## src/rtl/country_sensor_conditioner_pkg.sv

```systemverilog
// Shared encodings for the country-road light and the loop sensor conditioner FSM.
package country_sensor_conditioner_pkg;

  localparam logic [1:0] LIGHT_RED    = 2'd0;
  localparam logic [1:0] LIGHT_YELLOW = 2'd1;
  localparam logic [1:0] LIGHT_GREEN  = 2'd2;

  typedef enum logic [2:0] {
    ST_IDLE   = 3'd0,
    ST_REQ    = 3'd1,
    ST_SERVE  = 3'd2,
    ST_EXTEND = 3'd3,
    ST_FAULT  = 3'd4
  } sensor_state_t;

  // Code 3 is unused by the controller and reads as not-green, i.e. red.
  function automatic logic is_green(input logic [1:0] light);
    return light == LIGHT_GREEN;
  endfunction

endpackage

```

## src/rtl/country_sensor_conditioner_debounce.sv

```systemverilog
// Loop detector synchroniser and debouncer; emits the clean level plus one-cycle
// arrival/departure pulses aligned with the first cycle of the new level.
module sensor_debounce #(
  parameter int SYNC_STAGES  = 2,
  parameter int DEBOUNCE_CYC = 16
) (
  input  logic i_clk,
  input  logic i_clear_n,
  input  logic i_loop_raw,
  output logic o_det,
  output logic o_arr,
  output logic o_dep
);

  localparam int CW = $clog2(DEBOUNCE_CYC + 1);

  logic [SYNC_STAGES-1:0] r_sync;
  logic [CW-1:0]          r_cnt;
  logic                   r_det;
  logic                   r_arr;
  logic                   r_dep;
  logic                   w_sync;

  assign w_sync = r_sync[SYNC_STAGES-1];

  always_ff @(posedge i_clk) begin
    if (!i_clear_n) begin
      r_sync <= '0;
      r_cnt  <= '0;
      r_det  <= 1'b0;
      r_arr  <= 1'b0;
      r_dep  <= 1'b0;
    end else begin
      r_sync <= {r_sync[SYNC_STAGES-2:0], i_loop_raw};
      r_arr  <= 1'b0;
      r_dep  <= 1'b0;
      if (w_sync != r_det) begin
        if (r_cnt == CW'(DEBOUNCE_CYC - 1)) begin
          r_det <= w_sync;
          r_cnt <= '0;
          r_arr <= w_sync;
          r_dep <= ~w_sync;
        end else begin
          r_cnt <= r_cnt + CW'(1);
        end
      end else begin
        r_cnt <= '0;
      end
    end
  end

  assign o_det = r_det;
  assign o_arr = r_arr;
  assign o_dep = r_dep;

endmodule

```

## src/rtl/country_sensor_conditioner.sv

```systemverilog
// Country-road loop conditioner: vehicle queue counter, hold-over timer, stuck-loop
// detection and the request FSM feeding the highway/country light controller.
module country_sensor_conditioner
  import country_sensor_conditioner_pkg::*;
#(
  parameter int SYNC_STAGES  = 2,
  parameter int DEBOUNCE_CYC = 16,
  parameter int CNT_W        = 4,
  parameter int HOLD_CYC     = 8,
  parameter int STUCK_CYC    = 4096
) (
  input  logic             clk,
  input  logic             clear_n,
  input  logic             loop_raw,
  input  logic [1:0]       cntry,
  output logic             x,
  output logic [CNT_W-1:0] veh_count,
  output logic             fault
);

  localparam int HW = $clog2(HOLD_CYC + 1);
  localparam int SW = $clog2(STUCK_CYC + 1);
  localparam logic [CNT_W-1:0] CNT_MAX = '1;

  logic             w_det, w_arr, w_dep;
  logic             w_green, w_demand, w_stuck_hit;
  logic [CNT_W-1:0] r_veh_count;
  logic [SW-1:0]    r_stuck;
  logic [HW-1:0]    r_hold;
  sensor_state_t    r_state;
  logic             r_x;
  logic             r_fault;

  sensor_debounce #(
    .SYNC_STAGES (SYNC_STAGES),
    .DEBOUNCE_CYC(DEBOUNCE_CYC)
  ) u_debounce (
    .i_clk     (clk),
    .i_clear_n (clear_n),
    .i_loop_raw(loop_raw),
    .o_det     (w_det),
    .o_arr     (w_arr),
    .o_dep     (w_dep)
  );

  assign w_green     = is_green(cntry);
  assign w_demand    = w_det | (r_veh_count != '0);
  assign w_stuck_hit = w_det & (r_stuck == SW'(STUCK_CYC - 1));

  // Stuck timer saturates so the fault keeps re-asserting while the loop stays on.
  always_ff @(posedge clk) begin
    if (!clear_n || !w_det) begin
      r_stuck <= '0;
    end else if (!w_stuck_hit) begin
      r_stuck <= r_stuck + SW'(1);
    end
  end

  always_ff @(posedge clk) begin
    if (!clear_n || w_stuck_hit) begin
      r_veh_count <= '0;
    end else if (w_arr && !w_green && r_veh_count != CNT_MAX) begin
      r_veh_count <= r_veh_count + CNT_W'(1);
    end else if (w_dep && w_green && r_veh_count != '0) begin
      r_veh_count <= r_veh_count - CNT_W'(1);
    end
  end

  always_ff @(posedge clk) begin
    if (!clear_n) begin
      r_state <= ST_IDLE;
      r_hold  <= '0;
      r_x     <= 1'b0;
      r_fault <= 1'b0;
    end else if (w_stuck_hit) begin
      r_state <= ST_FAULT;
      r_x     <= 1'b0;
      r_fault <= 1'b1;
    end else begin
      case (r_state)
        ST_IDLE: if (w_demand) begin
          r_state <= ST_REQ;
          r_x     <= 1'b1;
        end
        ST_REQ: if (w_green) r_state <= ST_SERVE;
        ST_SERVE: begin
          if (!w_green) begin
            r_state <= w_demand ? ST_REQ : ST_IDLE;
            r_x     <= w_demand;
          end else if (!w_demand) begin
            r_state <= ST_EXTEND;
            r_hold  <= HW'(HOLD_CYC);
          end
        end
        ST_EXTEND: begin
          if (!w_green) begin
            r_state <= w_demand ? ST_REQ : ST_IDLE;
            r_x     <= w_demand;
          end else if (w_demand) begin
            r_state <= ST_SERVE;
          end else if (r_hold == HW'(1)) begin
            r_state <= ST_IDLE;
            r_x     <= 1'b0;
          end else begin
            r_hold <= r_hold - HW'(1);
          end
        end
        ST_FAULT: if (!w_det) begin
          r_state <= ST_IDLE;
          r_fault <= 1'b0;
        end
        default: begin
          r_state <= ST_IDLE;
          r_x     <= 1'b0;
          r_fault <= 1'b0;
        end
      endcase
    end
  end

  assign x         = r_x;
  assign veh_count = r_veh_count;
  assign fault     = r_fault;

endmodule

```

## config.mk

```make
export PLATFORM = sky130hd
export DESIGN_NAME = country_sensor_conditioner
export DESIGN_NICKNAME = d
export VERILOG_FILES = /design/src/rtl/country_sensor_conditioner_pkg.sv /design/src/rtl/country_sensor_conditioner_debounce.sv /design/src/rtl/country_sensor_conditioner.sv
export SDC_FILE = /design/constraint.sdc
export NUM_CORES = 1
export LEC_CHECK = 0
export CORE_AREA = 2 2 80 82
export DETAILED_ROUTE_END_ITERATION = 8
export DIE_AREA = 0 0 82 84
export PLACE_DENSITY = 0.48
export SLEW_MARGIN = 20
export SYNTH_ARGS = -nofsm -noshare
export SYNTH_HDL_FRONTEND = slang
export SYNTH_SLANG_ARGS = --single-unit
```

## constraint.sdc

```tcl
create_clock -name clk -period 5.4 [get_ports clk]
set_input_delay 1.08 -clock clk [delete_from_list [all_inputs] [get_ports clk]]
set_output_delay 1.08 -clock clk [all_outputs]
set_load 0.05 [all_outputs]
```

==> impl_metrics.tcl <==
set metrics [dict create \
    placed_cell_area_um2 1972 \
    synthDistinctLibCells 44 \
    use_met1 0.1523 \
    final_common_cell "dfxtp_1" \
    cts_hold_buf 0 \
    required_ps 5570 \
    end_kind "register" \
    synthMuxAreaShare 0.04085 \
    areaGrowthSynthToFinish_pct 17.04 \
    place.gp.congestion 0.7322 \
    tightest_slew_ps 776.9 \
    synth_adder_area_share 0.06056 \
    antenna_left 0 \
    yosysTopAreaCellShare 0.4056 \
    grt_pass1_vias 1389 \
    area.sequential_um2 720.7 \
    clock_skew_ps 5.780 \
    cts.clk_slew.worst_paths_ps 70 \
    critPathLaunchType "input port" \
    cts_resized 0 \
    fin_crit_ps 3053 \
    dieArea_um2 6888 \
    fmax_ghz 0.3276 \
    synth-compound-area-share 0.1641 \
    cts_setup_buffers 0 \
    numCtsBuffers 5 \
    cts_max_level 2 \
    finalWirelength_mm 3.535 \
    p_per_area_nw_per_um2 245.5 \
    cts_tree "built" \
    synth_top_family_by_area "simple AND/OR/NAND/NOR gates" \
    hpwlAfterDp_mm 2.528 \
    leakage_nw 0.7146 \
    syn_inst 202 \
    drive_gt1_frac 0.07373 \
    arrival_ps 3230 \
    multi_input_area_um2 991.0 \
    synth_edf_count 0 \
    cts.sinks 36 \
    drtIter0Drc 41 \
    grt_usage 0.1151 \
    reg2reg_depth 4 \
    start_util 0.2915 \
    antenna_found_initial 0 \
    slew_viol_final 0 \
    io_pins 11 \
    die_w_um 82 \
    nets 229 \
    min_from "u_debounce.r_sync[0]" \
    hold_viol 0 \
    outcome "completed" \
    fin_area_um2 2079 \
    grt_use_met3 0.04329 \
    n_antenna_cell 0 \
    grt_max_degree 13 \
    cts_buffer_depth 2 \
    met2_usage 0.1737 \
    cap_violations 0 \
    rsz0062_at_grt "false" \
    synth_xor_area_frac 0.02958 \
    p_total_uw 510.6 \
    ys_ff_latch 36 \
    synthFlopType "dfxtp_1" \
    ys_async_sr_fraction 0 \
    busiest_layer "met2" \
    hold_class "register to register" \
    r2r-start "veh_count[0]" \
    syn_area_per_cell_um2 8.796 \
    yosysWarnings 0 \
    crit_fanout 6 \
    critPathKind "input port to register" \
    vias 1465 \
    synth_top_cell_by_area "dfxtp_1" \
    netlist_area_um2 1777 \
    cp-startpoint "cntry[0]" \
    post_drt_wl_per_cell_um 12.02 \
    io_buffers 10 \
    rows 29 \
    final_cell_mix "36 x dfxtp_1, 24 x nor2_1, 14 x a21oi_1" \
    slew_headroom 0.4773 \
    num-fill-cells 647 \
    synth_seq_area_share 0.4056 \
    setup_violations 0 \
    insertion_delay_ps 280 \
    drcViolationCount 0 \
    grt_pass1_wl_mm 6.258 \
    peakVddDrop_uv 96.63 \
    syn_nets 215 \
    worstSetupEndpoint "veh_count[3]" \
    r2r_setup_slack_ps 3230 \
    via_per_inst 4.983 \
    synth-simple-area-share 0.2627 \
    gr-total-overflow 0 \
    core_um2 6096 \
    r2r_end "r_hold[1]" \
    fin_crit_sh 0.5653 \
    root_buffer "clkbuf_8" \
    drt_first_pass_iters 4 \
    synth_area_leaders "dfxtp_1 41%, nor2_1 5.1%, ha_1 4.9%" \
    tns_ps 0 \
    die_h_um 84 \
]
==> report_power, final <==
group	total (mW)	switching, mW	internal (mW)
Combinational	0.0110	0.00539	0.00560
Clock	0.233	0.0958	0.137
Sequential	0.267	0.000552	0.266
Total	0.511	0.102	0.409
==> cells by family after synthesis <==
kind of cell	count (synthesis)
simple gates	85
buf+inv	17
xor+xnor	6
compound gates	43
fa+ha+maj	8
mux	7
flops	36
==> critical path, cell delays in order <==
cell and delay [ps]:
clkdlybuf4s50_1 490, nand2b_1 220, nand3_1 200, ha_1 330, a21o_1 180, a21oi_1 160
mux2i_1 210, mux2_2 340
==> state kept, by name, summed over array words and instances (netlist names) <==
signal,cells
u_debounce.o_arr,1
u_debounce.r_sync,2
u_debounce.o_det,1
veh_count,4
r_stuck,13
u_debounce.r_cnt,5
x,1
u_debounce.o_dep,1
r_state,3
r_hold,4
fault,1
==> layout make-up <==
| class | instances | area share |
|---|---|---|
| multi-input cells | 149 | 0.4765 |
| flip-flops and latches | 36 | 0.3466 |
| repair buffers | 13 | 0.05897 |
| well taps | 77 | 0.04633 |
| clock buffers | 6 | 0.03490 |
| inverters | 11 | 0.01986 |
| clock inverters | 2 | 0.01685 |
==> how the worst min path moves through the flow <==
stage | endpoint | cells past startpoint | slack, ps
2_1_floorplan | u_debounce.r_sync[1] | 1 | 410
3_3_place_gp | u_debounce.r_sync[1] | 1 | 420
3_5_place_dp | u_debounce.r_sync[1] | 1 | 420
4_1_cts | u_debounce.r_sync[1] | 1 | 440
5_1_grt | u_debounce.r_sync[1] | 1 | 470
6_report | u_debounce.r_sync[1] | 1 | 430
==> per-stage QoR <==
step | setup slack (ps) | std cells | util | hold WS [ps]
after floorplan | 2713 | 202 | - | 411.8
after global placement | 2092 | 286 | 0.3235 | 418.8
after detailed placement | 2047 | 286 | 0.3235 | 418.4
after CTS | 2349 | 294 | 0.3411 | 437.1
after global routing | 2165 | 294 | 0.3411 | 469.5
final | 2347 | 294 | 0.3411 | 434.2
==> synthesized netlist by cell type (all sizes together) (2+ instances only) <==
cell / number
dfxtp: 36
nor2: 24
a21oi: 14
inv: 11
nand3: 9
o21ai: 9
nand2: 8
ha: 7
clkbuf: 6
nor3: 6
or4: 6
mux2i: 5
o31ai: 5
or3: 5
nand4: 4
nor4: 4
xor2: 4
a2111oi: 3
and2: 3
and3: 3
nand2b: 3
nand3b: 3
a41oi: 2
and4: 2
mux2: 2
xnor2: 2
==> routing by layer <==
metal  routed length [µm]  vias to the layer above  share of wire
met2                 1560                       19           0.44
met4                   23                        0         0.0065
met1                 1834                      667           0.52
met5                    0                        -              0
li1                     -                      777              -
met3                  116                        2          0.033
Power figures use the tool's default switching activity.
